===== src/rtl/uart_mem_sequencer.sv =====
// uart_mem_sequencer: the UART-side job sequencer for the instruction and image RAMs.
// A job loads the program bytes and then the image bytes. It launches the CPU, waits
// for cpu_done, and then streams the result bytes out through the UART transmitter.
// Optional feature macro UMC_CHECKSUM_EN: when it is defined, an XOR checksum byte
// follows the result stream.
module uart_mem_sequencer #(
  parameter int INS_BYTES = 256,
  parameter int IMG_BYTES = 65536,
  parameter int OUT_BASE  = 65536,
  parameter int OUT_BYTES = 16384,
  parameter int ADDR_W    = 19,
  parameter int RD_LAT    = 1
) (
  input  logic              clk,
  input  logic              rst_n,
  input  logic [7:0]        rx_data,
  input  logic              rx_valid,
  output logic [7:0]        tx_data,
  output logic              tx_start,
  input  logic              tx_busy,
  output logic [7:0]        ins_addr,
  output logic [7:0]        ins_data,
  output logic              ins_we,
  output logic [ADDR_W-1:0] img_addr,
  output logic [7:0]        img_data,
  output logic              img_we,
  input  logic [7:0]        img_q,
  output logic              cpu_start,
  input  logic              cpu_done,
  output logic [2:0]        state_o
);

  typedef enum logic [2:0] {
    LOAD_INS = 3'd0,
    LOAD_IMG = 3'd1,
    START    = 3'd2,
    RUN      = 3'd3,
    RD       = 3'd4,
    TX       = 3'd5,
    WAIT     = 3'd6,
    DONE     = 3'd7
  } state_t;

  localparam logic [ADDR_W-1:0] INS_LAST = ADDR_W'(INS_BYTES - 1);
  localparam logic [ADDR_W-1:0] IMG_LAST = ADDR_W'(IMG_BYTES - 1);
  localparam logic [ADDR_W-1:0] OUT_LAST = ADDR_W'(OUT_BYTES - 1);
  localparam logic [ADDR_W-1:0] BASE     = ADDR_W'(OUT_BASE);
  localparam logic [7:0]        LAT      = 8'(RD_LAT);

  state_t            state_reg, state_next;
  logic [ADDR_W-1:0] count_reg, count_next;
  logic [7:0]        lat_reg, lat_next;        // cycles spent in RD on the current address
  logic              seen_busy_reg, seen_busy_next; // tx_busy has been seen high since tx_start
  logic              settle_reg, settle_next;  // one WAIT cycle has already elapsed
  logic [7:0]        tx_data_reg, tx_data_next;
`ifdef UMC_CHECKSUM_EN
  logic [7:0]        sum_reg, sum_next;        // XOR of the result bytes sent so far
  logic              sum_phase_reg, sum_phase_next; // the byte in flight is the checksum
`endif

  assign state_o = state_reg;
  assign tx_data = tx_data_reg;

  // State and counter registers; reset aborts the job at once.
  always_ff @(posedge clk or negedge rst_n) begin
    if (!rst_n) begin
      state_reg     <= LOAD_INS;
      count_reg     <= '0;
      lat_reg       <= '0;
      seen_busy_reg <= 1'b0;
      settle_reg    <= 1'b0;
      tx_data_reg   <= '0;
`ifdef UMC_CHECKSUM_EN
      sum_reg       <= '0;
      sum_phase_reg <= 1'b0;
`endif
    end else begin
      state_reg     <= state_next;
      count_reg     <= count_next;
      lat_reg       <= lat_next;
      seen_busy_reg <= seen_busy_next;
      settle_reg    <= settle_next;
      tx_data_reg   <= tx_data_next;
`ifdef UMC_CHECKSUM_EN
      sum_reg       <= sum_next;
      sum_phase_reg <= sum_phase_next;
`endif
    end
  end

  // Next-state logic and the same-cycle RAM, CPU and TX strobes.
  always_comb begin
    state_next     = state_reg;
    count_next     = count_reg;
    lat_next       = lat_reg;
    seen_busy_next = seen_busy_reg;
    settle_next    = settle_reg;
    tx_data_next   = tx_data_reg;
`ifdef UMC_CHECKSUM_EN
    sum_next       = sum_reg;
    sum_phase_next = sum_phase_reg;
`endif
    ins_addr  = '0;
    ins_data  = '0;
    ins_we    = 1'b0;
    img_addr  = '0;
    img_data  = '0;
    img_we    = 1'b0;
    tx_start  = 1'b0;
    cpu_start = 1'b0;

    case (state_reg)
      LOAD_INS: begin
        ins_addr = count_reg[7:0];
        if (rx_valid) begin
          ins_we   = 1'b1;
          ins_data = rx_data;
          if (count_reg == INS_LAST) begin
            count_next = '0;
            state_next = LOAD_IMG;
          end else begin
            count_next = count_reg + 1'b1;
          end
        end
      end
      LOAD_IMG: begin
        img_addr = count_reg;
        if (rx_valid) begin
          img_we   = 1'b1;
          img_data = rx_data;
          if (count_reg == IMG_LAST) begin
            count_next = '0;
            state_next = START;
          end else begin
            count_next = count_reg + 1'b1;
          end
        end
      end
      START: begin
        cpu_start  = 1'b1;
        state_next = RUN;
      end
      RUN: begin
        if (cpu_done) begin
          count_next = '0;
          lat_next   = '0;
          state_next = RD;
`ifdef UMC_CHECKSUM_EN
          sum_next       = '0;
          sum_phase_next = 1'b0;
`endif
        end
      end
      RD: begin
        // The address is held steady; once the RAM latency has elapsed, img_q is
        // re-captured every cycle until the transmitter is free.
        img_addr = BASE + count_reg;
        if (lat_reg >= LAT) begin
          tx_data_next = img_q;
          if (!tx_busy) state_next = TX;
        end else begin
          lat_next = lat_reg + 8'd1;
        end
      end
      TX: begin
        tx_start       = 1'b1;
        seen_busy_next = 1'b0;
        settle_next    = 1'b0;
        state_next     = WAIT;
`ifdef UMC_CHECKSUM_EN
        if (!sum_phase_reg) sum_next = sum_reg ^ tx_data_reg;
`endif
      end
      WAIT: begin
        // The byte is done after a busy pulse has ended. If the transmitter never
        // raised busy, the byte is done two cycles after tx_start.
        if (tx_busy) seen_busy_next = 1'b1;
        settle_next = 1'b1;
        if (!tx_busy && (seen_busy_reg || settle_reg)) begin
`ifdef UMC_CHECKSUM_EN
          if (sum_phase_reg) begin
            count_next = '0;
            state_next = DONE;
          end else if (count_reg == OUT_LAST) begin
            sum_phase_next = 1'b1;
            tx_data_next   = sum_reg;
            state_next     = TX;
          end else begin
            count_next = count_reg + 1'b1;
            lat_next   = '0;
            state_next = RD;
          end
`else
          if (count_reg == OUT_LAST) begin
            count_next = '0;
            state_next = DONE;
          end else begin
            count_next = count_reg + 1'b1;
            lat_next   = '0;
            state_next = RD;
          end
`endif
        end
      end
      DONE: begin
        // The first byte of the next job is program byte 0.
        if (rx_valid) begin
          ins_we     = 1'b1;
          ins_data   = rx_data;
          count_next = ADDR_W'(1);
          state_next = LOAD_INS;
        end
      end
      default: state_next = LOAD_INS;
    endcase

    // While reset is asserted, no write may slip through on a live rx_valid.
    if (!rst_n) begin
      ins_we   = 1'b0;
      ins_data = '0;
      img_we   = 1'b0;
      img_data = '0;
    end
  end

endmodule


===== config.mk =====
export PLATFORM = sky130hd
export DESIGN_NAME = uart_mem_sequencer
export DESIGN_NICKNAME = d
export VERILOG_FILES = /design/src/rtl/uart_mem_sequencer.sv
export SDC_FILE = /design/constraint.sdc
export NUM_CORES = 1
export LEC_CHECK = 0
export ABC_CLOCK_PERIOD_IN_PS = 2460
export CAP_MARGIN = 30
export CORE_MARGIN = 2
export CORE_UTILIZATION = 43
export CTS_BUF_LIST = sky130_fd_sc_hd__clkbuf_16
export DETAILED_ROUTE_END_ITERATION = 8
export PLACE_DENSITY = 0.77
export SLEW_MARGIN = 20
export SYNTH_ARGS = -nofsm -noshare
export SYNTH_HDL_FRONTEND = slang
export SYNTH_SLANG_ARGS = --single-unit

===== constraint.sdc =====
create_clock -name clk -period 2.46 [get_ports clk]
set_input_delay 0.738 -clock clk [delete_from_list [all_inputs] [get_ports clk]]
set_output_delay 0.738 -clock clk [all_outputs]
set_load 0.02 [all_outputs]

==> results of run 1 <==
## metrics by stage
step	power, mW	utilization [%]	setup WS [ns]	area, sq um
3_3_place_gp	3.276	63.91	-0.5703	3806
3_5_place_dp	3.331	63.91	-0.6072	3806
2_1_floorplan	2.250	-	0.04878	2675
4_1_cts	3.935	64.10	-0.02341	3817
6_report	3.971	63.70	0.009804	3794
5_1_grt	4.211	63.70	-0.07401	3794
## cell families (layout without fill, tap and decap cells)
| family | after synthesis | after routing | synth area share [%] |
|---|---|---|---|
| xor+xnor | 8 | 8 | 2.630 |
| compound gates | 59 | 60 | 15.03 |
| fa+ha+maj | 6 | 6 | 2.818 |
| flops | 40 | 40 | 37.58 |
| mux | 10 | 10 | 4.134 |
| buf+inv | 31 | 148 | 5.307 |
| simple gates | 153 | 153 | 32.50 |
## metal layers
metal  wire [um]  up-vias  GRT usage (%)
li1            -     1341              -
met1        3595     1345          34.26
met2        4042       90          38.23
met3         444       10          4.674
met4         140        0          8.033
met5           0        -              0
## final cells by class
class / count / area [sq um] / area share (%)
Multi-Input combinational cell: 237 / 1569 / 41.36
Timing Repair Buffer: 123 / 927.1 / 24.44
Clock buffer: 5 / 125.1 / 3.298
Tap cell: 75 / 93.84 / 2.474
Clock inverter: 2 / 8.758 / 0.2309
Inverter: 18 / 67.56 / 1.781
Sequential cell: 40 / 1002 / 26.42
## what timing repair did
action,CTS,global route
endpoints found under the setup margin,47,57
setup buffers,0,1
gates cloned,2,0
pin swaps,3,3
resized for setup,160,37
## Yosys cell counts (all sizes together), types with 2 or more instances
cell     number  share of area, %
nand2        15               2.1
a22oi         3              0.85
and3         11               2.6
and4          2              0.66
dfrtp        40                38
mux2          8               3.4
o2111ai       4               1.3
a21o          3              0.85
nor2         35               4.9
nand4        15               3.5
buf           3               1.3
nand2b        2              0.56
nor3         16               3.8
o31ai         3              0.85
nand3        11               2.1
a311oi        2              0.66
xnor2         3              0.99
xor2          5               1.6
a31oi         4               1.2
nor4          5               2.0
inv          17               2.4
o21ai        12               2.3
clkbuf       10               1.5
and2         32               7.6
a21oi        15               2.8
a211oi        4               1.3
mux2i         2              0.75
nor2b         2              0.47
ha            6               2.8
## worst max-delay path by stage
stage                from           end  depth (start not counted)
6_report       state_o[2]  img_addr[14]                          7
5_1_grt        state_o[0]        img_we                          5
4_1_cts        state_o[2]  img_addr[14]                          7
3_5_place_dp     rx_valid   img_data[7]                          6
3_3_place_gp     rx_valid   img_data[2]                          6
2_1_floorplan  state_o[0]   ins_data[0]                          6
## cell usage in the layout (no fill, tap or decap), types with 4 or more instances in the layout
cell type        count
a21oi_1             14
and2_1              30
and3_1              10
buf_2               25
buf_4               51
clkbuf_16            5
clkbuf_2            12
clkdlybuf4s50_1     29
dfrtp_1             39
ha_1                 6
inv_1               17
mux2_2               8
nand2_1             14
nand3_1             10
nand4_1             15
nor2_1              32
nor3_1              13
o2111ai_1            4
o21ai_0             12
xor2_1               5
## worst max-delay path, cell delays in order, from the launching register on
cell and delay [ns]:
dfrtp_1 0.43, buf_6 0.14, nor2b_2 0.15, nor2_2 0.14
nor2_1 0.05, buf_4 0.17, and2_2 0.19, buf_2 0.15
## report_power, final
part	switching, mW	leakage, nW	internal [mW]	total, mW
Combinational	1.32	1.18	1.07	2.39
Sequential	0.139	0.521	0.819	0.957
Clock	0.255	0.0709	0.364	0.620
==> out/metrics.cfg, run 1 <==
[drt]
wl_per_cell_um = 16.45
viasPerCell = 5.572
postRouteAntennaNets = 0
vias = 2786
firstDrtPassIters = 5
drc_errors = 0
drtIter0Drc = 227
routed_wl_um = 8223

[layout]
antenna_cells = 0
num-fill-cells = 535
stdcell_count = 500
largest_reg_flops = 19
nets = 452
area_growth_syn_to_layout_pct = 42.41
drive_gt1_share_pct = 30.35

[critical_path]
r2r-start = count_reg[16]
cp_data_arrival_time_ns = 1.71
worstPathMaxFanout = 14
r2r-end = count_reg[2]
startpoint_type = flip-flop
end_kind = output port
worst-setup-path-type = flip-flop to output port
required_ns = 1.72
worst-r2r-cell-count = 8
r2r_setup_slack_ns = 0.14

[die]
coreArea_sq_um = 5956
die_area_sq_um = 6840
die_h_um = 82.71
die_w_um = 82.71
ios = 79
start_util_pct = 44.73
rows = 28

[timing]
period_needed_ns = 2.450
slew_headroom_pct = 53.86
worst_slew_pin_slew_ns = 0.6895
tns_ns = 0
drv_slew = 0
timing.hold.ws_ns = 0.5041
final_hold_viol_count = 0
fmax_mhz = 408.1
rsz0062_at_grt = true
clock_skew_ns = 0.007539
timing.final.crit_share_pct = 99.60
setup_viol = 0

[global_route]
grt-ovfl-total = 0
grt_pass1_vias = 2545
grt_antenna_before_repair = 0
grt_max_degree = 41
grtUsageTotal_pct = 24.53
grt_pass1_wl_um = 12790

[clock_tree]
cts.path.max_buffers = 2
h-tree-depth = 2
cts_tree = done
cts_sinks = 40
cts_buffers = 5
worstSkewPairLatency_ns = 0.28
cts_root_buf = clkbuf_16
hold_buffers = 0
clk_pin_slew_worst_paths_ns = 0.06

[synth]
synth_edf_count = 0
ys_seq_area_share_pct = 37.58
ys_seq_elements = 40
syn_area_sq_um = 2664
async_flop_share_pct = 100.0
netlist_instances = 307
synthFlopType = dfrtp_1
synth.avg_cell_area_sq_um = 8.677
synth_warnings = 0
synth_nets = 334
ys_types = 57

[outcome]
outcome = completed

[min_path]
worstHoldStart = tx_data[0]
min_to = tx_data[0]
hold_class = flip-flop to flip-flop
holdPathStages = 1

[power_and_ir_drop]
ir_worst_vdd_uv = 642.9
p_leak_nw = 1.777
powerDensity_nw_per_um2 = 1047

[placement]
dp_cells = 490
gp_congestion = 0.8923
port_buffers = 78
dp_hpwl_um = 6084

[job]
maxCapViolCount = 0

Power figures use the tool's default switching activity.
==> inputs of run 2 (changes only) <==
--- a/config.mk
+++ b/config.mk
@@ -10,6 +10,7 @@
 export CORE_MARGIN = 2
 export CORE_UTILIZATION = 43
 export CTS_BUF_LIST = sky130_fd_sc_hd__clkbuf_16
+export CTS_CLUSTER_DIAMETER = 200
 export DETAILED_ROUTE_END_ITERATION = 8
 export PLACE_DENSITY = 0.77
 export SLEW_MARGIN = 20
==> results of run 2 <==
Same layout as run 1: the final DEF is identical, and so are final timing and power.
==> inputs of run 3 (changes only) <==
--- a/config.mk
+++ b/config.mk
@@ -13,6 +13,7 @@
 export CTS_CLUSTER_DIAMETER = 200
 export DETAILED_ROUTE_END_ITERATION = 8
 export PLACE_DENSITY = 0.77
+export SKIP_LAST_GASP = 1
 export SLEW_MARGIN = 20
 export SYNTH_ARGS = -nofsm -noshare
 export SYNTH_HDL_FRONTEND = slang
==> run 3 against run 2 <==
The flow now finishes with violations (setup timing). Combinational power about the same. Core utilization increased by 0.46 points. Design area is 0.73% higher. Clock skew down 0.00093 ns. Maximum frequency down 1.6%. Die area unchanged. Worst setup slack lost 0.040 ns. Via count fell by 0.39%. First-iteration DRC count is 0.88% lower. Count of clock-buffer cells in the layout unchanged. Non-clock buffer count shrank 1. Highest routed layer unchanged.
==> out/metrics.cfg, run 3 (same netlist as run 1, synthesis figures left out) <==
[clock_tree]
cts_buffers = 5
cts_sinks = 40
cts_tree = done
clk_pin_slew_worst_paths_ns = 0.05
h-tree-depth = 2
cts_root_buf = clkbuf_16
cts.path.max_buffers = 2
worstSkewPairLatency_ns = 0.28

[layout]
final_common_cell = buf_4
stdcell_count = 499
final_area_sq_um = 3821
nets = 451
drive_gt1_share_pct = 29.25
largest_reg_flops = 19
area_growth_syn_to_layout_pct = 43.45
antenna_cells = 0
layout_common_cells = buf_4 (51), dfrtp_1 (40), nor2_1 (33)

[timing]
rsz0062_at_grt = true
period_needed_ns = 2.490
fmax_mhz = 401.6
worst_slew_pin_slew_ns = 0.6912
drv_slew = 0
timing.final.ws_setup_ns = -0.03018
timing.final.crit_share_pct = 101.2
slew_headroom_pct = 53.75
setup_viol = 9
final_hold_viol_count = 0
tns_ns = -0.1685
clock_skew_ns = 0.006612

[die]
die_w_um = 82.71
coreArea_sq_um = 5956
die_h_um = 82.71
start_util_pct = 44.73
die_area_sq_um = 6840
ios = 79
rows = 28

[placement]
gp_congestion = 0.8923
place_worst_setup_slack_ns = -0.6072
dp_cells = 490
port_buffers = 78
dpl_cell_area_sq_um = 3806
dp_hpwl_um = 6084

[critical_path]
worst-setup-path-type = primary input to output port
required_ns = 1.72
worstPathMaxFanout = 5
startpoint_type = primary input
cp_data_arrival_time_ns = 1.75
end_kind = output port

[outcome]
failed_checks = setup timing
outcome = finished with violations

[job]
maxCapViolCount = 0

[global_route]
grt_pass1_vias = 2536
grt_max_degree = 41
grt_pass1_wl_um = 12740
grt-ovfl-total = 0
grtUsageTotal_pct = 24.46
grt_antenna_before_repair = 0

[drt]
postRouteAntennaNets = 0
drtIter0Drc = 225
routed_wl_um = 8145
vias = 2775
drc_errors = 0
firstDrtPassIters = 4
viasPerCell = 5.561
wl_per_cell_um = 16.32

[min_path]
hold_class = flip-flop to flip-flop

[power_and_ir_drop]
powerDensity_nw_per_um2 = 1032
p_leak_nw = 1.771
ir_worst_vdd_uv = 641.6

-- run 3: cell type report --
| class | count | area (sq um) |
|---|---|---|
| fillers | 524 | 2135 |
| multi-input cells | 237 | 1564 |
| flip-flops and latches | 40 | 1001 |
| repair buffers | 122 | 960.9 |
| clock buffers | 5 | 125.1 |
| well taps | 75 | 93.84 |
| inverters | 18 | 67.56 |
| clock inverters | 2 | 8.758 |
-- run 3: worst paths after layout --
check                           depth (start not counted)  slack [ns]      endpoint           from
worst min register to register                          1        0.50    tx_data[0]     tx_data[0]
worst min-delay path                                    1        0.50    tx_data[0]     tx_data[0]
worst max-delay path                                    6       -0.03   img_data[2]       rx_valid
max in group asynchronous                               2        1.48    tx_data[7]          rst_n
worst max register to register                          8        0.15  count_reg[7]  count_reg[16]
min in group asynchronous                               2        0.59  count_reg[5]          rst_n
-- run 3: critical path: stages --
cell and delay [ns]:
dlygate4sd2_1 0.23, nand2_2 0.11, nor2_2 0.14, buf_4 0.14, and2_1 0.13, clkdlybuf4s15_2 0.26
-- run 3: per-layer routing --
layer  global-route usage (%)  share of wire (%)  up-vias
li1                         -                  -     1343
met3                    4.674                5.3       12
met4                    7.541                1.8        0
met2                    38.47                 49       67
met5                        0                  0        -
met1                    34.06                 44     1353
-- run 3: repair_timing --
| item | CTS | global route |
|---|---|---|
| gates cloned | 2 | 0 |
| pin swaps | 3 | 2 |
| resized for setup | 150 | 30 |
| setup buffers | 0 | 0 |
| setup endpoints to repair | 47 | 64 |
| hold buffers | 0 | 0 |
-- run 3: power breakdown --
part | internal (mW) | total, mW | switching (mW)
sequential | 0.817 | 0.953 | 0.136
clock | 0.364 | 0.618 | 0.254
combinational | 1.06 | 2.37 | 1.31
-- run 3: per-stage QoR --
stage | total power [mW] | hold slack (ns) | util (%)
global route | 4.181 | 0.5287 | 64.16
global placement | 3.276 | 0.4889 | 63.91
CTS | 3.940 | 0.5064 | 64.77
detailed placement | 3.331 | 0.4942 | 63.91
floorplan | 2.250 | 0.4424 | -
finish | 3.942 | 0.5046 | 64.16
